File: src/rtl/bg_bitmap_pkg.sv
// Shared types, widths and the bitmap address helper for the bitmap pixel fetcher.
package bg_bitmap_pkg;

    localparam int VRAM_ADDR_W = 17;
    localparam int PIX_W       = 16;
    localparam logic [VRAM_ADDR_W-1:0] FRAME1_BASE_DEFAULT = 17'h0A000;

    typedef enum logic [1:0] {
        IDLE  = 2'd0,
        REQ   = 2'd1,
        DRAIN = 2'd2
    } fetch_state_t;

    typedef struct packed {
        logic             direct;
        logic [7:0]       x;
        logic [PIX_W-1:0] data;
    } pix_word_t;

    // Byte address of pixel x on line y; 16bpp pixels are two bytes wide,
    // 8bpp frame 1 sits at frame1_base. The sum wraps modulo 2^17.
    function automatic logic [VRAM_ADDR_W-1:0] bitmap_addr(
        input logic [9:0]             x,
        input logic [7:0]             y,
        input logic [9:0]             hmax,
        input logic                   color,
        input logic                   frame,
        input logic [VRAM_ADDR_W-1:0] frame1_base
    );
        logic [15:0] width;
        logic [15:0] row;
        logic [15:0] pixelno;
        logic [VRAM_ADDR_W-1:0] offset;
        logic [VRAM_ADDR_W-1:0] base;
        width   = {6'd0, hmax} + 16'd1;
        row     = {8'd0, y} * width;
        pixelno = row + {6'd0, x};
        offset  = color ? {pixelno, 1'b0} : {1'b0, pixelno};
        base    = (frame & ~color) ? frame1_base : '0;
        return base + offset;
    endfunction

endpackage

File: src/rtl/bitmap_pixel_fetcher_if.sv
// VRAM read port and pixel output stream of the bitmap pixel fetcher.
interface bitmap_pixel_fetcher_if;
    import bg_bitmap_pkg::*;

    // vram: a read transfers in any cycle with vram_req & vram_ack; vram_addr is held
    // while vram_req waits, vram_rdata is valid in the ack cycle. pix: a pixel moves
    // in any cycle with pix_valid & pix_ready; pix_valid never drops until accepted.
    logic                   vram_req;
    logic [VRAM_ADDR_W-1:0] vram_addr;
    logic                   vram_ack;
    logic [PIX_W-1:0]       vram_rdata;
    logic                   pix_valid;
    logic                   pix_ready;
    logic [PIX_W-1:0]       pix_data;
    logic                   pix_direct;
    logic [7:0]             pix_x;

    modport master (
        output vram_req, vram_addr, pix_valid, pix_data, pix_direct, pix_x,
        input  vram_ack, vram_rdata, pix_ready
    );

    modport slave (
        input  vram_req, vram_addr, pix_valid, pix_data, pix_direct, pix_x,
        output vram_ack, vram_rdata, pix_ready
    );

endinterface

File: src/rtl/bg_pixel_fifo.sv
// Synchronous FIFO for fetched pixels; a push into a full FIFO is taken when a pop
// happens in the same cycle.
module bg_pixel_fifo #(
    parameter  int DEPTH = 4,
    parameter  int WIDTH = 25,
    localparam int AW    = $clog2(DEPTH),
    localparam int CW    = $clog2(DEPTH + 1)
) (
    input  logic             clock,
    input  logic             reset,
    input  logic             push,
    input  logic [WIDTH-1:0] wr_data,
    input  logic             pop,
    output logic [WIDTH-1:0] rd_data,
    output logic             empty,
    output logic [CW-1:0]    count
);

    logic [WIDTH-1:0] mem [DEPTH];
    logic [AW-1:0]    wr_ptr;
    logic [AW-1:0]    rd_ptr;
    logic             do_push;
    logic             do_pop;

    assign empty   = (count == '0);
    assign do_pop  = pop & ~empty;
    assign do_push = push & ((count != CW'(DEPTH)) | do_pop);
    assign rd_data = mem[rd_ptr];

    always_ff @(posedge clock) begin
        if (reset) begin
            wr_ptr <= '0;
            rd_ptr <= '0;
            count  <= '0;
        end else begin
            if (do_push) begin
                mem[wr_ptr] <= wr_data;
                wr_ptr      <= wr_ptr + AW'(1);
            end
            if (do_pop) begin
                rd_ptr <= rd_ptr + AW'(1);
            end
            count <= count + CW'(do_push) - CW'(do_pop);
        end
    end

endmodule

File: src/rtl/bitmap_pixel_fetcher.sv
// Bitmap BG pixel fetcher: walks one scanline, reads VRAM, queues pixels for the compositor.
// Optional PAIR_FETCH_EN: in 8bpp one halfword read yields two adjacent pixels.
module bitmap_pixel_fetcher
    import bg_bitmap_pkg::*;
#(
    parameter int                     FIFO_DEPTH  = 4,
    parameter logic [VRAM_ADDR_W-1:0] FRAME1_BASE = FRAME1_BASE_DEFAULT
) (
    input  logic                    clock,
    input  logic                    reset,
    input  logic                    line_start,
    input  logic [7:0]              y,
    input  logic [9:0]              hmax,
    input  logic                    bitmap_color,
    input  logic                    frame,
    output logic                    busy,
    output logic                    line_done,
    output fetch_state_t            state_dbg,
    bitmap_pixel_fetcher_if.master  bus
);

    localparam int CW = $clog2(FIFO_DEPTH + 1);

    fetch_state_t           state_q, state_n;
    logic [9:0]             x_q, x_n, cur_x;
    logic [9:0]             hmax_q, hmax_n;
    logic [7:0]             y_q, y_n;
    logic                   color_q, color_n;
    logic                   frame_q, frame_n;
    logic [VRAM_ADDR_W-1:0] addr_q, addr_n;
    logic                   advance;
    logic                   push, pop, fifo_empty, slot1;
    logic [CW-1:0]          fifo_count;
    logic [7:0]             sel_byte;
    pix_word_t              push_word, pop_word;
`ifdef PAIR_FETCH_EN
    logic                   slot2;
    logic                   pend_q, pend_n;
    logic [7:0]             pend_byte_q, pend_byte_n;
`endif

    bg_pixel_fifo #(.DEPTH(FIFO_DEPTH), .WIDTH($bits(pix_word_t))) u_fifo (
        .clock   (clock),
        .reset   (reset),
        .push    (push),
        .wr_data (push_word),
        .pop     (pop),
        .rd_data (pop_word),
        .empty   (fifo_empty),
        .count   (fifo_count)
    );

    // A slot being popped this cycle counts as free for a new request.
    assign pop   = ~fifo_empty & bus.pix_ready;
    assign slot1 = (fifo_count != CW'(FIFO_DEPTH)) | pop;
`ifdef PAIR_FETCH_EN
    assign slot2 = (fifo_count < CW'(FIFO_DEPTH - 1)) |
                   ((fifo_count == CW'(FIFO_DEPTH - 1)) & pop);
`endif
    assign sel_byte = addr_q[0] ? bus.vram_rdata[15:8] : bus.vram_rdata[7:0];

    assign busy           = (state_q != IDLE);
    assign state_dbg      = state_q;
    assign bus.vram_addr  = addr_q;
    assign bus.pix_valid  = ~fifo_empty;
    assign bus.pix_data   = fifo_empty ? '0 : pop_word.data;
    assign bus.pix_x      = fifo_empty ? '0 : pop_word.x;
    assign bus.pix_direct = ~fifo_empty & pop_word.direct;

    always_ff @(posedge clock) begin
        if (reset) begin
            state_q <= IDLE;
            x_q     <= '0;
            hmax_q  <= '0;
            y_q     <= '0;
            color_q <= 1'b0;
            frame_q <= 1'b0;
            addr_q  <= '0;
        end else begin
            state_q <= state_n;
            x_q     <= x_n;
            hmax_q  <= hmax_n;
            y_q     <= y_n;
            color_q <= color_n;
            frame_q <= frame_n;
            addr_q  <= addr_n;
        end
    end

`ifdef PAIR_FETCH_EN
    always_ff @(posedge clock) begin
        if (reset) begin
            pend_q      <= 1'b0;
            pend_byte_q <= '0;
        end else begin
            pend_q      <= pend_n;
            pend_byte_q <= pend_byte_n;
        end
    end
`endif

    always_comb begin
        state_n      = state_q;
        x_n          = x_q;
        hmax_n       = hmax_q;
        y_n          = y_q;
        color_n      = color_q;
        frame_n      = frame_q;
        addr_n       = addr_q;
        advance      = 1'b0;
        cur_x        = x_q;
        bus.vram_req = 1'b0;
        push         = 1'b0;
        line_done    = 1'b0;
        push_word.direct = color_q;
        push_word.x      = x_q[7:0];
        push_word.data   = color_q ? {1'b0, bus.vram_rdata[14:0]} : {8'h00, sel_byte};
`ifdef PAIR_FETCH_EN
        pend_n      = pend_q;
        pend_byte_n = pend_byte_q;
`endif
        unique case (state_q)
            IDLE: begin
                if (line_start) begin
                    y_n     = y;
                    hmax_n  = hmax;
                    color_n = bitmap_color;
                    frame_n = frame;
                    x_n     = '0;
                    addr_n  = bitmap_addr(10'd0, y, hmax, bitmap_color, frame, FRAME1_BASE);
                    state_n = REQ;
                end
            end
            REQ: begin
`ifdef PAIR_FETCH_EN
                if (pend_q) begin
                    // Second pixel of a pair: the odd byte held from the previous ack.
                    push           = 1'b1;
                    cur_x          = x_q + 10'd1;
                    push_word.x    = cur_x[7:0];
                    push_word.data = {8'h00, pend_byte_q};
                    pend_n         = 1'b0;
                    advance        = 1'b1;
                end else begin
                    bus.vram_req = color_q ? slot1 : slot2;
                    if (bus.vram_req && bus.vram_ack) begin
                        push = 1'b1;
                        if (!color_q && (x_q != hmax_q)) begin
                            pend_n      = 1'b1;
                            pend_byte_n = bus.vram_rdata[15:8];
                        end else begin
                            advance = 1'b1;
                        end
                    end
                end
`else
                bus.vram_req = slot1;
                if (bus.vram_req && bus.vram_ack) begin
                    push    = 1'b1;
                    advance = 1'b1;
                end
`endif
            end
            DRAIN: begin
                if (fifo_empty) begin
                    line_done = 1'b1;
                    state_n   = IDLE;
                end
            end
            default: state_n = IDLE;
        endcase
        if (advance) begin
            if (cur_x == hmax_q) begin
                state_n = DRAIN;
            end else begin
                x_n    = cur_x + 10'd1;
                addr_n = bitmap_addr(cur_x + 10'd1, y_q, hmax_q, color_q, frame_q, FRAME1_BASE);
            end
        end
    end

endmodule
File: src/flat_wrapper.sv
// flat-port wrapper written by rule: the top's interface ports become plain ports
module bitmap_pixel_fetcher_flat import bg_bitmap_pkg::*;
#(
    parameter int                     FIFO_DEPTH  = 4,
    parameter logic [VRAM_ADDR_W-1:0] FRAME1_BASE = FRAME1_BASE_DEFAULT
)
  (clock, reset, line_start, y, hmax, bitmap_color, frame, busy, line_done, state_dbg, bus_vram_req, bus_vram_addr, bus_pix_valid, bus_pix_data, bus_pix_direct, bus_pix_x, bus_vram_ack, bus_vram_rdata, bus_pix_ready);
  bitmap_pixel_fetcher_if bus_i ();
  input  logic clock;
  input  logic reset;
  input  logic line_start;
  input  logic [7:0] y;
  input  logic [9:0] hmax;
  input  logic bitmap_color;
  input  logic frame;
  output logic busy;
  output logic line_done;
  output fetch_state_t state_dbg;
  output wire logic [$bits(bus_i.vram_req)-1:0] bus_vram_req;
  output wire logic [$bits(bus_i.vram_addr)-1:0] bus_vram_addr;
  output wire logic [$bits(bus_i.pix_valid)-1:0] bus_pix_valid;
  output wire logic [$bits(bus_i.pix_data)-1:0] bus_pix_data;
  output wire logic [$bits(bus_i.pix_direct)-1:0] bus_pix_direct;
  output wire logic [$bits(bus_i.pix_x)-1:0] bus_pix_x;
  input wire logic [$bits(bus_i.vram_ack)-1:0] bus_vram_ack;
  input wire logic [$bits(bus_i.vram_rdata)-1:0] bus_vram_rdata;
  input wire logic [$bits(bus_i.pix_ready)-1:0] bus_pix_ready;
  assign bus_vram_req = bus_i.vram_req;
  assign bus_vram_addr = bus_i.vram_addr;
  assign bus_pix_valid = bus_i.pix_valid;
  assign bus_pix_data = bus_i.pix_data;
  assign bus_pix_direct = bus_i.pix_direct;
  assign bus_pix_x = bus_i.pix_x;
  assign bus_i.vram_ack = bus_vram_ack;
  assign bus_i.vram_rdata = bus_vram_rdata;
  assign bus_i.pix_ready = bus_pix_ready;
  bitmap_pixel_fetcher #(.FIFO_DEPTH(FIFO_DEPTH), .FRAME1_BASE(FRAME1_BASE)) u_core (.clock(clock), .reset(reset), .line_start(line_start), .y(y), .hmax(hmax), .bitmap_color(bitmap_color), .frame(frame), .busy(busy), .line_done(line_done), .state_dbg(state_dbg), .bus(bus_i));
endmodule
File: config.mk
export PLATFORM = sky130hd
export DESIGN_NAME = bitmap_pixel_fetcher_flat
export DESIGN_NICKNAME = d
export VERILOG_FILES = /design/src/rtl/bg_bitmap_pkg.sv /design/src/rtl/bitmap_pixel_fetcher_if.sv /design/src/rtl/bg_pixel_fifo.sv /design/src/rtl/bitmap_pixel_fetcher.sv /design/src/flat_wrapper.sv
export SDC_FILE = /design/constraint.sdc
export NUM_CORES = 1
export LEC_CHECK = 0
export CORE_UTILIZATION = 30
export CTS_BUF_LIST = sky130_fd_sc_hd__clkbuf_8
export CTS_CLUSTER_SIZE = 20
export DETAILED_ROUTE_END_ITERATION = 6
export GPL_TIMING_DRIVEN = 0
export HOLD_SLACK_MARGIN = 0.03
export RECOVER_POWER = 50
export SETUP_SLACK_MARGIN = 0.5
export SLEW_MARGIN = 5
export SYNTH_ARGS = -nofsm -noshare
export SYNTH_HDL_FRONTEND = slang
export SYNTH_SLANG_ARGS = --single-unit
File: constraint.sdc
create_clock -name clock -period 6.45 [get_ports clock]
set_input_delay 0.645 -clock clock [delete_from_list [all_inputs] [get_ports clock]]
set_output_delay 0.645 -clock clock [all_outputs]
set_load 0.01 [all_outputs]
==> run metrics <==
status finished, final reports clean; worst vdd ir 0.167 mV; Max-cap violations 0; Nets 1625; FP Rows 74; die area 43000 µm²; Power Density 259 nW/µm²; setup TNS 0 ns; worst hold slack 0.432 ns; largest net degree at the start of global routing 25; routability congestion estimate 0.849; Mapped Nets 1466; sequential share of the synthesized area 31.9%; Vias/cell 4.76; dpl ws -1.40 ns; initial cell density of the core 30.7%; Critical Path AT 6.62 ns; Worst Skew 0.0197 ns; Period minus WS final 6.28 ns; Post-CTS Hold Buffers 0; drt total wl 32300 µm; initial antenna violation count 0; slew margin rel. 43.4%; post-synthesis cell type count 67; CP required 6.80 ns; Slew Limit Fails 0; drt initial violations 554; CTS Buf Count 17; Hold Crit Class primary input to flip-flop; Port Buffers 86; Setup CP Type primary input to flip-flop; average size of a mapped cell 10.2 µm²; Routed Antenna Nets 0; Ports 89; core area 41200 µm²; Pre-antenna DRT Iters 5; FF+latch count, synth 154; HPWL after DPL 24100 µm; ys async rst share 0%; detailed-route DRC error count 0; first-pass GRT wire length 52400 µm; fill count 4045; mean routed wirelength per cell 16.6 µm; Area contributors post-synth edfxtp_1, fa_1, dfxtp_1; setup ws final 0.172 ns; Worst setup SP type primary input; Synth Cell Area 12700 µm²; Fmax 159 MHz; Synth area leader edfxtp_1; Final period util 97.3%; vias in the first global route 9696; clk_lat worst skew 0.47 ns; clk root buf clkbuf_8; routed via count 9253; RSZ-0062 raised after global routing yes; Ys Warns 0; TritonCTS clock tree done; Post-synth EDFFs 96; overflow left after global routing 0; Fin. Hold Viols 0; final setup fails 0; Worst setup EP type flip-flop; clk slew on worst S/H paths 0.11 ns; Die Height 207 µm; All-Layer GR Usage 15.4%; leak pwr 6.44 nW; Yosys top cell area share 22.8%; clk sinks 154; crit-path max FO 10; H-tree levels 4; synth-to-layout area growth 24.9%; share of layout cells above drive strength 1 17.1%; Syn Inst Count 1238; worst slew pin tran 0.849 ns; ant diodes 0; Primary FF master, synth edfxtp_1; commonest non-fill, non-tap cell in the layout inv_1; commonest non-fill, non-tap cells in the layout inv_1, fa_1, nand2_1, edfxtp_1, and2_1; clock tree buffer depth 2; die width 207 µm
-- stage by stage --
stage	cells	total power [mW]	util (%)	instance area, µm²
after floorplan	1238	2.55	-	12800
after global placement	1856	3.17	34.8	14300
after detailed placement	1856	3.20	34.8	14300
after CTS	1935	4.09	37.9	15600
after global routing	1942	4.41	38.4	15800
final	1942	4.10	38.4	15800
-- logic make-up after synthesis --
| family | after synthesis | share of synthesized area (%) |
|---|---|---|
| xor+xnor | 69 | 4.94 |
| flops | 154 | 31.9 |
| compound gates | 135 | 7.03 |
| buf+inv | 218 | 6.86 |
| fa+ha+maj | 187 | 25.3 |
| simple gates | 430 | 17.9 |
| other cells | 1 | 0.0296 |
| mux | 44 | 5.95 |
-- power breakdown --
part	switching, mW	internal, mW	leakage [nW]
Sequential	0.0525	1.11	1.34
Combinational	1.11	1.06	4.89
Clock	0.460	0.304	0.207
Total	1.63	2.47	6.44
-- sequential cells by signal, summed over array words and instances, names as in the netlist, named ones only --
name                  count
u_core.u_fifo.count       3
u_core.frame_q            1
u_core.bus.vram_addr     17
u_core.hmax_q            10
u_core.y_q                8
u_core.u_fifo.wr_ptr      2
u_core.cur_x             10
u_core.color_q            1
u_core.u_fifo.rd_ptr      2
u_core.u_fifo.mem        96
u_core.state_dbg          2
-- per-layer routing --
layer  track usage (%)  wire length [µm]  vias to the layer above  part of all wire (%)
li1                  -                 -                     4403                     -
met1              20.4             14700                     4579                    46
met2              26.1             15600                      223                    48
met3              2.22              1300                       48                   4.0
met4              3.89               652                        0                   2.0
met5                 0                 0                        -                     0
-- cell type report --
type / count / area, µm² / share of cell area [%]
flip-flops and latches: 154 / 4070 / 25.8
repair buffers: 140 / 1320 / 8.34
clock buffers: 17 / 234 / 1.48
well taps: 532 / 666 / 4.21
clock inverters: 15 / 183 / 1.16
plain buffers: 59 / 308 / 1.95
multi-input cells: 866 / 8430 / 53.3
inverters: 159 / 597 / 3.78
-- critical path, cell delays in order --
cell and delay [ns]:
clkdlybuf4s50_1 0.48, clkbuf_2 0.26, and2_1 0.18, fa_1 0.45, fa_1 0.52, fa_1 0.52
inv_1 0.05, fa_1 0.49, inv_2 0.05, ha_4 0.15, or3_4 0.40, o21a_4 0.21
o31ai_4 0.30, a21oi_2 0.12, xnor2_2 0.15, nor2_1 0.11, a21oi_1 0.05, ha_1 0.33
nand2_2 0.10, nor2_1 0.04, mux2_4 0.28, or4b_4 0.48, mux2i_2 0.17, o211ai_2 0.08
-- final timing paths --
| kind | startpoint | endpoint | slack [ns] | depth (start not counted) |
|---|---|---|---|---|
| hold reg to reg | u_core.frame_q | u_core.frame_q | 0.47 | 2 |
| setup reg to reg | u_core.cur_x[0] | u_core.bus.vram_addr[16] | 0.20 | 25 |
| hold / removal | hmax[1] | u_core.hmax_q[1] | 0.43 | 3 |
| setup / recovery | y[7] | u_core.bus.vram_addr[16] | 0.17 | 24 |
-- synth_stat cells, types with 4 or more instances --
master    count
nand3_1      19
a31oi_1      11
a211oi_1     13
nor2_1       73
nand4_1       5
fa_1        115
clkbuf_1     43
mux4_2       24
xnor2_1      38
o21a_1        8
buf_6         4
dfxtp_1      58
mux2i_1      10
nor2b_1      72
o211ai_1      9
nor4_1        7
nand2b_1     24
xor2_1       29
buf_1         7
a21oi_1      44
nand2_1     109
o21ai_0      18
and2_1       89
mux2_2       10
inv_1       159
a311oi_1      4
ha_1         72
nor3_1        7
edfxtp_1     96
o31a_1        4
-- timing repair --
item,in CTS,in global routing
resized for setup,154,32
endpoints found under the hold margin,0,0
endpoints found under the setup margin,5,4
buffers inserted,47,6
pin swaps,43,34
Note: power is estimated with default switching activity, not from simulation.
